**src/rtl/health_bar_controller_pkg.sv**
```systemverilog
// rtl/health_bar_controller_pkg.sv - shared screen constants, display states and step helpers
package health_bar_controller_pkg;

  localparam int H_ACTIVE = 640;
  localparam int V_ACTIVE = 480;

  typedef enum logic [1:0] {
    STEADY   = 2'd0,
    DRAINING = 2'd1,
    FILLING  = 2'd2,
    DEAD     = 2'd3
  } disp_state_t;

  // Move cur down by step, never going below target.
  function automatic logic [7:0] step_down(input logic [7:0] cur,
                                           input logic [7:0] target,
                                           input logic [7:0] step);
    logic [8:0] floor9;
    floor9 = {1'b0, target} + {1'b0, step};
    if ({1'b0, cur} <= floor9) begin
      return target;
    end
    return cur - step;
  endfunction

  // Move cur up by step, never going above target.
  function automatic logic [7:0] step_up(input logic [7:0] cur,
                                         input logic [7:0] target,
                                         input logic [7:0] step);
    logic [8:0] sum9;
    sum9 = {1'b0, cur} + {1'b0, step};
    if (sum9 >= {1'b0, target}) begin
      return target;
    end
    return sum9[7:0];
  endfunction

endpackage

```
**src/rtl/health_bar_controller_frame_tick_gen.sv**
```systemverilog
// rtl/health_bar_controller_frame_tick_gen.sv - one-clk pulse when the scan enters the first blank row
module frame_tick_gen
  import health_bar_controller_pkg::*;
(
  input  logic       clk,
  input  logic       reset,
  input  logic [9:0] y,
  output logic       tick
);

  logic row_hit;
  logic row_hit_d;

  // Registered row compare plus delayed copy so a held row yields a single edge.
  always_ff @(posedge clk) begin
    if (reset) begin
      row_hit   <= 1'b0;
      row_hit_d <= 1'b0;
    end else begin
      row_hit   <= (y == 10'(V_ACTIVE));
      row_hit_d <= row_hit;
    end
  end

  assign tick = row_hit & ~row_hit_d;

endmodule

```
**src/rtl/health_bar_controller.sv**
```systemverilog
// rtl/health_bar_controller.sv - HP register, animated health bar and blinking border decode
module health_bar_controller
  import health_bar_controller_pkg::*;
#(
  parameter int MAX_HP       = 20,
  parameter int PX_PER_HP    = 8,
  parameter int BAR_X        = 16,
  parameter int BAR_Y        = 448,
  parameter int BAR_H        = 16,
  parameter int BORDER       = 2,
  parameter int DRAIN_STEP   = 1,
  parameter int FILL_STEP    = 1,
  parameter int FLASH_FRAMES = 24
) (
  input  logic       clk,
  input  logic       reset,
  input  logic [9:0] x,
  input  logic [9:0] y,
  input  logic       blank,
  input  logic       damage_valid,
  input  logic [7:0] damage_amount,
  input  logic       heal_valid,
  input  logic [7:0] heal_amount,
  output logic       healt_bar_signal,
  output logic       healt_bar_border_signal,
  output logic [7:0] hp_value,
  output logic       hp_zero
);

  localparam logic [7:0] MAX_HP8  = 8'(MAX_HP);
  localparam logic [7:0] DRAIN8   = 8'(DRAIN_STEP);
  localparam logic [7:0] FILL8    = 8'(FILL_STEP);
  localparam logic [7:0] FLASH8   = 8'(FLASH_FRAMES);

  localparam logic [9:0] OUT_X0 = 10'(BAR_X);
  localparam logic [9:0] OUT_X1 = 10'(BAR_X + MAX_HP * PX_PER_HP + 2 * BORDER);
  localparam logic [9:0] OUT_Y0 = 10'(BAR_Y);
  localparam logic [9:0] OUT_Y1 = 10'(BAR_Y + BAR_H);
  localparam logic [9:0] IN_X0  = 10'(BAR_X + BORDER);
  localparam logic [9:0] IN_X1  = 10'(BAR_X + MAX_HP * PX_PER_HP + BORDER);
  localparam logic [9:0] IN_Y0  = 10'(BAR_Y + BORDER);
  localparam logic [9:0] IN_Y1  = 10'(BAR_Y + BAR_H - BORDER);
  localparam logic [9:0] PX10   = 10'(PX_PER_HP);

  logic        frame_tick;
  logic [7:0]  hp_q;
  logic        hp_zero_q;
  logic [7:0]  disp_q;
  logic [7:0]  disp_d;
  logic [7:0]  flash_q;
  disp_state_t state_q;
  disp_state_t state_d;

  logic [8:0]  dmg9;
  logic [8:0]  heal9;
  logic [8:0]  after_dmg9;
  logic [8:0]  sum9;
  logic [7:0]  hp_new;
  logic        hp_event;
  logic        flash_load;

  logic [7:0]  drain_val;
  logic [7:0]  fill_val;
  logic [7:0]  dead_val;

  logic        in_outer;
  logic        in_inner;
  logic        border_vis;
  logic [9:0]  fill_end;

  frame_tick_gen u_frame_tick_gen (
    .clk   (clk),
    .reset (reset),
    .y     (y),
    .tick  (frame_tick)
  );

  // Saturating HP arithmetic: subtract damage first, then add heal, clamp to MAX_HP.
  always_comb begin
    dmg9       = damage_valid ? {1'b0, damage_amount} : 9'd0;
    heal9      = heal_valid ? {1'b0, heal_amount} : 9'd0;
    after_dmg9 = ({1'b0, hp_q} > dmg9) ? ({1'b0, hp_q} - dmg9) : 9'd0;
    sum9       = after_dmg9 + heal9;
    hp_new     = (sum9 > {1'b0, MAX_HP8}) ? MAX_HP8 : sum9[7:0];
    hp_event   = (damage_valid | heal_valid) & ~hp_zero_q;
    flash_load = damage_valid & (damage_amount != 8'd0) & ~hp_zero_q;
  end

  // True HP and the latched death flag; events are ignored once dead.
  always_ff @(posedge clk) begin
    if (reset) begin
      hp_q      <= MAX_HP8;
      hp_zero_q <= 1'b0;
    end else if (hp_event) begin
      hp_q <= hp_new;
      if (hp_new == 8'd0) begin
        hp_zero_q <= 1'b1;
      end
    end
  end

  assign drain_val = step_down(disp_q, hp_q, DRAIN8);
  assign fill_val  = step_up(disp_q, hp_q, FILL8);
  assign dead_val  = step_down(disp_q, 8'd0, DRAIN8);

  // Display FSM next state: animate disp_hp toward hp once per frame tick.
  always_comb begin
    state_d = state_q;
    disp_d  = disp_q;
    if (frame_tick) begin
      if (hp_zero_q) begin
        state_d = DEAD;
        disp_d  = dead_val;
      end else begin
        case (state_q)
          STEADY, DRAINING, FILLING: begin
            if (hp_q < disp_q) begin
              disp_d  = drain_val;
              state_d = (drain_val == hp_q) ? STEADY : DRAINING;
            end else if (hp_q > disp_q) begin
              disp_d  = fill_val;
              state_d = (fill_val == hp_q) ? STEADY : FILLING;
            end else begin
              state_d = STEADY;
            end
          end
          default: begin
            state_d = DEAD;
            disp_d  = dead_val;
          end
        endcase
      end
    end
  end

  // Display FSM state register; reset snaps the bar to full.
  always_ff @(posedge clk) begin
    if (reset) begin
      state_q <= STEADY;
      disp_q  <= MAX_HP8;
    end else begin
      state_q <= state_d;
      disp_q  <= disp_d;
    end
  end

  // Border blink counter: reloads on any hit, counts frames, cleared for good once dead.
  always_ff @(posedge clk) begin
    if (reset) begin
      flash_q <= 8'd0;
    end else if ((state_q == DEAD) || (frame_tick && hp_zero_q)) begin
      flash_q <= 8'd0;
    end else if (flash_load) begin
      flash_q <= FLASH8;
    end else if (frame_tick && (flash_q != 8'd0)) begin
      flash_q <= flash_q - 8'd1;
    end
  end

  assign border_vis = (flash_q == 8'd0) | ~flash_q[2];
  assign fill_end   = IN_X0 + ({2'b00, disp_q} * PX10);

  // Pixel decode against the bar rectangles; blanking suppresses both outputs.
  always_comb begin
    in_outer = (x >= OUT_X0) && (x < OUT_X1) && (y >= OUT_Y0) && (y < OUT_Y1);
    in_inner = (x >= IN_X0) && (x < IN_X1) && (y >= IN_Y0) && (y < IN_Y1);
    healt_bar_signal        = ~blank & in_inner & (x < fill_end);
    healt_bar_border_signal = ~blank & in_outer & ~in_inner & border_vis;
  end

  assign hp_value = hp_q;
  assign hp_zero  = hp_zero_q;

endmodule

```
**config.mk**
```make
export PLATFORM = sky130hd
export DESIGN_NAME = health_bar_controller
export DESIGN_NICKNAME = d
export VERILOG_FILES = /design/src/rtl/health_bar_controller_pkg.sv /design/src/rtl/health_bar_controller_frame_tick_gen.sv /design/src/rtl/health_bar_controller.sv
export SDC_FILE = /design/constraint.sdc
export NUM_CORES = 1
export LEC_CHECK = 0
export ABC_AREA = 1
export CORE_ASPECT_RATIO = 1.75
export CORE_MARGIN = 2
export CORE_UTILIZATION = 50
export DETAILED_ROUTE_END_ITERATION = 10
export PLACE_DENSITY = 0.78
export RECOVER_POWER = 25
export SLEW_MARGIN = 20
export SYNTH_ARGS = -nofsm -noshare
export SYNTH_HDL_FRONTEND = slang
export SYNTH_HIERARCHICAL = 1
export SYNTH_SLANG_ARGS = --single-unit
```
**constraint.sdc**
```tcl
create_clock -name clk -period 3.6 [get_ports clk]
set_input_delay 0.72 -clock clk [delete_from_list [all_inputs] [get_ports clk]]
set_output_delay 0.72 -clock clk [all_outputs]
set_load 0.01 [all_outputs]
```
==> flow_summary.yaml, run 1 <==
cts:
  clock_sinks: 29
  clk_pin_slew_worst_paths_ps: 60
  cts_tree: "done"
  postCtsHoldBufs: 0
  clockRootBuffer: "clkbuf_16"
  ctsLongestPathBuffers: 2
  h-tree-depth: 2
  cts_made_buffers: 5
  clkLatencyLatePin_ps: 290
worst_setup_path:
  critPathRequiredTime_ps: 3750
  path_max_fanout: 4
  crit_arrival_ps: 3680
  startpoint_type: "input pin"
  path_class: "in2reg"
  cp-end-kind: "flip-flop"
layout:
  num_antenna_cells: 0
  final_nets: 883
  drive_gt1_share_pct: 22.8
  utilization_pct: 71.5
  final_area_um2: 5870
  syn_to_final_growth_pct: 40.4
timing:
  hold_ws_ps: 433
  fin_crit_ps: 3530
  slew_viol_final: 0
  hold_violations: 0
  tightest_slew_ps: 888
  fin_worst_skew_ps: 10.3
  tns_ps: 0
  period_share_pct: 98.1
  fmax_ghz: 0.283
  slew-limit-headroom_pct: 40.5
  rsz0062_at_grt: "true"
  setup_viol: 0
floorplanning:
  fp.coreArea_um2: 8200
  fp-row-count: 44
  io_pins: 52
  die_h_um: 125
  dieArea_um2: 9130
  die_x_um: 73.1
  start_util_pct: 50.9
logic_synthesis:
  avgSynthCellArea_um2: 6.33
  syn_area_um2: 4180
  synth_seq_area_share_pct: 13.9
  async_flop_share_pct: 0
  yosys.cell_types.count: 46
  synth_top_area_cell: "ha_1"
  yosysMostFrequentCell: "nand2_1"
  yosysWarnings: 6
  synth_common_cells: "nand2_1, inv_1, nor2_1"
  syn_inst: 660
  synth_flop_cell: "dfxtp_1"
  syn-num-nets: 759
  synth_top_area_share_pct: 16.8
  yosys-top-cells-area: "ha_1, dfxtp_1, nand2_1, inv_1, nor2_1"
  synth_edf_count: 0
  synth-seq-cells: 29
routing:
  vias: 5208
  dr.pass1.iters: 8
  drc: 0
  dr.first_iter.drc_count: 325
  drtAntennaViolNets: 0
  routedWlPerCell_um: 18.0
  route.final.wire_length_um: 15800
  viasPerCell: 5.94
power:
  p_leak_nw: 2.95
  p_per_area_nw_per_um2: 336
  max-vdd-ir-drop_uv: 212
grt:
  gr-usage-all-layers_pct: 33.1
  overflow: 0
  grt_pass1_vias: 5195
  antenna_found_initial: 0
  grt_pass1_wl_um: 23500
  grt_max_degree: 28
placed_design:
  numPortBuffers: 50
  post-dp-hpwl_um: 11300
  post_dp_cell_area_um2: 5150
  gp_congestion: 0.994
outcome:
  status: "completed"
run:
  maxCapViolations: 0
min_path:
  hp-class: "reg2reg"
-- worst max-delay path: stages --
cell and delay [ps]:
dlygate4sd2_1 240, nand2_1 70, inv_1 80, ha_2 200, inv_2 50, buf_4 140
nand4_1 110, nand3_2 140, nand2_4 140, nor2_4 50, ha_4 170, fa_2 400
nand3_2 80, nand3_2 100, nand2_2 80, nand2_1 50, nand2_1 50, nand2_1 60
xnor2_1 160, nand3_1 100, nor2_2 120, nand2_2 100, o21ai_1 140, o211ai_1 100
-- final timing paths --
path	start	endpoint	slack, ps	cells past startpoint
max	damage_amount[0]	hp_value[4]	70	24
min	u_frame_tick_gen/row_hit	u_frame_tick_gen/row_hit_d	430	2
max reg2reg	disp_q[1]	state_q[1]	210	16
min reg2reg	u_frame_tick_gen/row_hit	u_frame_tick_gen/row_hit_d	430	2
-- cell families (layout without fill, tap and decap cells) --
kind of cell,after synthesis,after routing,synth area share [%]
compound gates,116,116,16.9
xor+xnor,30,30,6.29
fa+ha+maj,58,58,17.7
buf+inv,118,242,11.6
flops,29,29,13.9
simple gates,309,310,33.6
-- repair_timing --
item | 4_1_cts | 5_1_grt
gates cloned | 1 | 1
endpoints found under the setup margin | 7 | 15
gates resized for setup | 57 | 61
buffers inserted | 9 | 10
pin swaps | 23 | 36
-- cell usage in the layout, fill, tap and decap left out, drive strengths merged, types with 4 or more instances in the layout --
cell	count
nand2	136
o211ai	21
a31oi	4
clkdlybuf4s50	38
xnor2	9
nor2	76
dfxtp	29
nor4	5
o21ai	33
ha	56
a21oi	39
inv	103
clkbuf	13
nor3	23
a21o	5
nand3	43
nand4	24
xor2	21
a211oi	4
buf	80
-- registers in the layout (all words and copies together) (netlist names) --
signal                      count
state_q                         2
u_frame_tick_gen/row_hit_d      1
disp_q                          8
u_frame_tick_gen/row_hit        1
hp_value                        8
flash_q                         8
hp_zero                         1
-- final cells by class --
cell class,count,area [um^2]
Clock inverter,1,30.0
Clock buffer,7,143
Tap cell,92,115
Multi-Input combinational cell,514,3500
Timing Repair Buffer,129,1100
Inverter,105,397
Sequential cell,29,582
Fill cell,670,2340
-- per-stage QoR --
stage	setup WS, ps	cells	total power, mW
after detailed placement	-752	848	1.24
after global placement	-667	848	1.22
after global routing	-145	877	2.07
after CTS	9.25	866	1.82
after floorplan	15.8	660	0.921
final	67.0	877	1.97
-- per-layer routing --
| layer | global-route usage, % | wire [um] |
|---|---|---|
| met2 | 61.8 | 8510 |
| met4 | 27.3 | 1370 |
| met1 | 29.1 | 5130 |
| met3 | 4.67 | 749 |
| met5 | 0 | 0 |
-- where the power goes --
group          switching, mW  internal, mW  leakage [nW]  total, mW
registers             0.0162         0.333         0.236      0.349
logic                  0.637         0.472          2.63       1.11
clock network          0.167         0.346        0.0841      0.512
(Power assumes the default switching activity.)
==> inputs of run 2 (changes only) <==
--- a/config.mk
+++ b/config.mk
@@ -6,11 +6,12 @@
 export NUM_CORES = 1
 export LEC_CHECK = 0
 export ABC_AREA = 1
+export CAP_MARGIN = 20
 export CORE_ASPECT_RATIO = 1.75
 export CORE_MARGIN = 2
 export CORE_UTILIZATION = 50
 export DETAILED_ROUTE_END_ITERATION = 10
-export PLACE_DENSITY = 0.78
+export PLACE_DENSITY = 0.76
 export RECOVER_POWER = 25
 export SLEW_MARGIN = 20
 export SYNTH_ARGS = -nofsm -noshare
==> run 2 against run 1 <==
Sequential cell count is the same; count of clock-buffer cells in the layout is 2 lower; critical path depth is 15 lower; clock power decreased by 17%; largest power group unchanged; highest routed layer unchanged.
==> flow_summary.yaml, run 2 (synthesized netlist as in run 1, its figures left out) <==
outcome:
  status: "completed"
worst_setup_path:
  crit_arrival_ps: 2840
  reg2reg_slack_ps: 220
  path_max_fanout: 2
  crit_end: "healt_bar_border_signal"
  crit_start: "x[3]"
  reg2reg_to: "state_q[1]"
  startpoint_type: "input pin"
  critPathRequiredTime_ps: 2880
  r2r_start: "disp_q[1]"
  cp-end-kind: "output port"
  path_class: "in2out"
  r2r_cells: 16
cts:
  cts_tree: "done"
  clk_pin_slew_worst_paths_ps: 50
  cts_made_buffers: 5
  clockRootBuffer: "clkbuf_16"
  h-tree-depth: 2
  clkLatencyLatePin_ps: 290
  ctsLongestPathBuffers: 2
  postCtsHoldBufs: 0
  clock_sinks: 29
timing:
  tightest_slew_ps: 822
  fin_ws_ps: 42.2
  setup_viol: 0
  fin_crit_ps: 3560
  slew_viol_final: 0
  fmax_ghz: 0.281
  hold_violations: 0
  fin_worst_skew_ps: 10.5
  rsz0062_at_grt: "true"
  slew-limit-headroom_pct: 44.9
  period_share_pct: 98.8
grt:
  gr-usage-all-layers_pct: 33.7
  grt_pass1_wl_um: 24200
  grt_pass1_vias: 5333
  antenna_found_initial: 0
  grt_max_degree: 28
  overflow: 0
routing:
  drtAntennaViolNets: 0
  dr.first_iter.drc_count: 356
  routedWlPerCell_um: 18.0
  drc: 0
  vias: 5319
  viasPerCell: 6.01
  route.final.wire_length_um: 15900
  dr.pass1.iters: 5
layout:
  final_nets: 891
  fillers: 659
  final_cell_mix: "nand2_1, inv_1, buf_4"
  num_antenna_cells: 0
  syn_to_final_growth_pct: 39.6
  drive_gt1_share_pct: 23.6
  final_cells: 885
  final_common_cell: "nand2_1"
power:
  p_per_area_nw_per_um2: 327
  switching_power_uw: 836
  p_clk_share_pct: 22.4
  p_sw_share_pct: 43.9
  p_int_mw: 1.07
  p_seq_share_pct: 18.4
  max-vdd-ir-drop_uv: 289
  p_leak_nw: 2.92
  power_frac_comb_pct: 59.2
placed_design:
  post-dp-hpwl_um: 11100
  dp.cells: 849
  gp_congestion: 0.973
  pre_cts_ws_ps: -876
  numPortBuffers: 50
floorplanning:
  die_h_um: 125
  start_util_pct: 50.9
  fp-row-count: 44
  die_x_um: 73.1
  fp.coreArea_um2: 8200
  io_pins: 52
  dieArea_um2: 9130
run:
  maxCapViolations: 0
min_path:
  hp-class: "reg2reg"
## run 2: cell count changes in the layout (fill, tap and decap cells not counted), moves of 3 or more
cell           change
buf_6              -3
nand2_2            +8
buf_4             +10
nand2_4            -6
a21oi_2            -3
dlygate4sd3_1      +3
## run 2: final cells by class
cell class	count	area [um^2]	share of cell area, %
Clock inverter	3	17.5	0.300
Sequential cell	29	584	10.0
Tap cell	92	115	1.97
Timing Repair Buffer	137	1140	19.6
Inverter	105	397	6.80
Multi-Input combinational cell	514	3450	59.2
Clock buffer	5	125	2.15
## run 2: what timing repair did
| action | in CTS | in global routing |
|---|---|---|
| resized for setup | 56 | 51 |
| endpoints found under the hold margin | 0 | 0 |
| setup endpoints to repair | 7 | 18 |
| setup buffers | 23 | 4 |
| cloned | 0 | 1 |
| pin swaps | 23 | 31 |
## run 2: per-layer routing
metal	up-vias	routed length, um	part of all wire (%)	GRT usage, %
li1	2483	-	-	-
met1	2392	5100	32	30.1
met2	302	8090	51	61.8
met3	142	921	5.8	5.56
met4	0	1820	11	28.0
met5	-	0	0	0
## run 2: power by group through the flow
stage	logic, mW	registers (mW)	clock network, mW
after global placement	0.862	0.352	0
after detailed placement	0.885	0.352	0
after global routing	1.21	0.351	0.436
final	1.13	0.351	0.426
after floorplan	0.562	0.359	0
after CTS	0.983	0.349	0.423
## run 2: worst max-delay path, stage by stage
cell and delay (ps):
clkdlybuf4s50_1 430, nor2_1 160, nand2_1 90, buf_4 130, a211oi_1 290, a2111oi_2 100
buf_4 150, a211oi_1 190, clkdlybuf4s50_1 580
## run 2: how the worst min path moves through the flow
stage                     depth (start not counted)                startpoint                          to
final                                             2  u_frame_tick_gen/row_hit  u_frame_tick_gen/row_hit_d
after global routing                              2  u_frame_tick_gen/row_hit  u_frame_tick_gen/row_hit_d
after CTS                                         2  u_frame_tick_gen/row_hit  u_frame_tick_gen/row_hit_d
after detailed placement                          2  u_frame_tick_gen/row_hit  u_frame_tick_gen/row_hit_d
after global placement                            2  u_frame_tick_gen/row_hit  u_frame_tick_gen/row_hit_d
after floorplan                                   2  u_frame_tick_gen/row_hit  u_frame_tick_gen/row_hit_d
## run 2: metrics by stage
step           utilization [%]  area, um^2  TNS [ps]  total power [mW]  hold slack, ps
6_report                  71.1        5830         0              1.91             436
3_5_place_dp              62.9        5160     -4650              1.24             429
2_1_floorplan                -        4180         0             0.921             410
4_1_cts                   69.3        5680         0              1.75             437
3_3_place_gp              62.9        5160     -3830              1.21             421
5_1_grt                   71.1        5830      -503              2.00             457
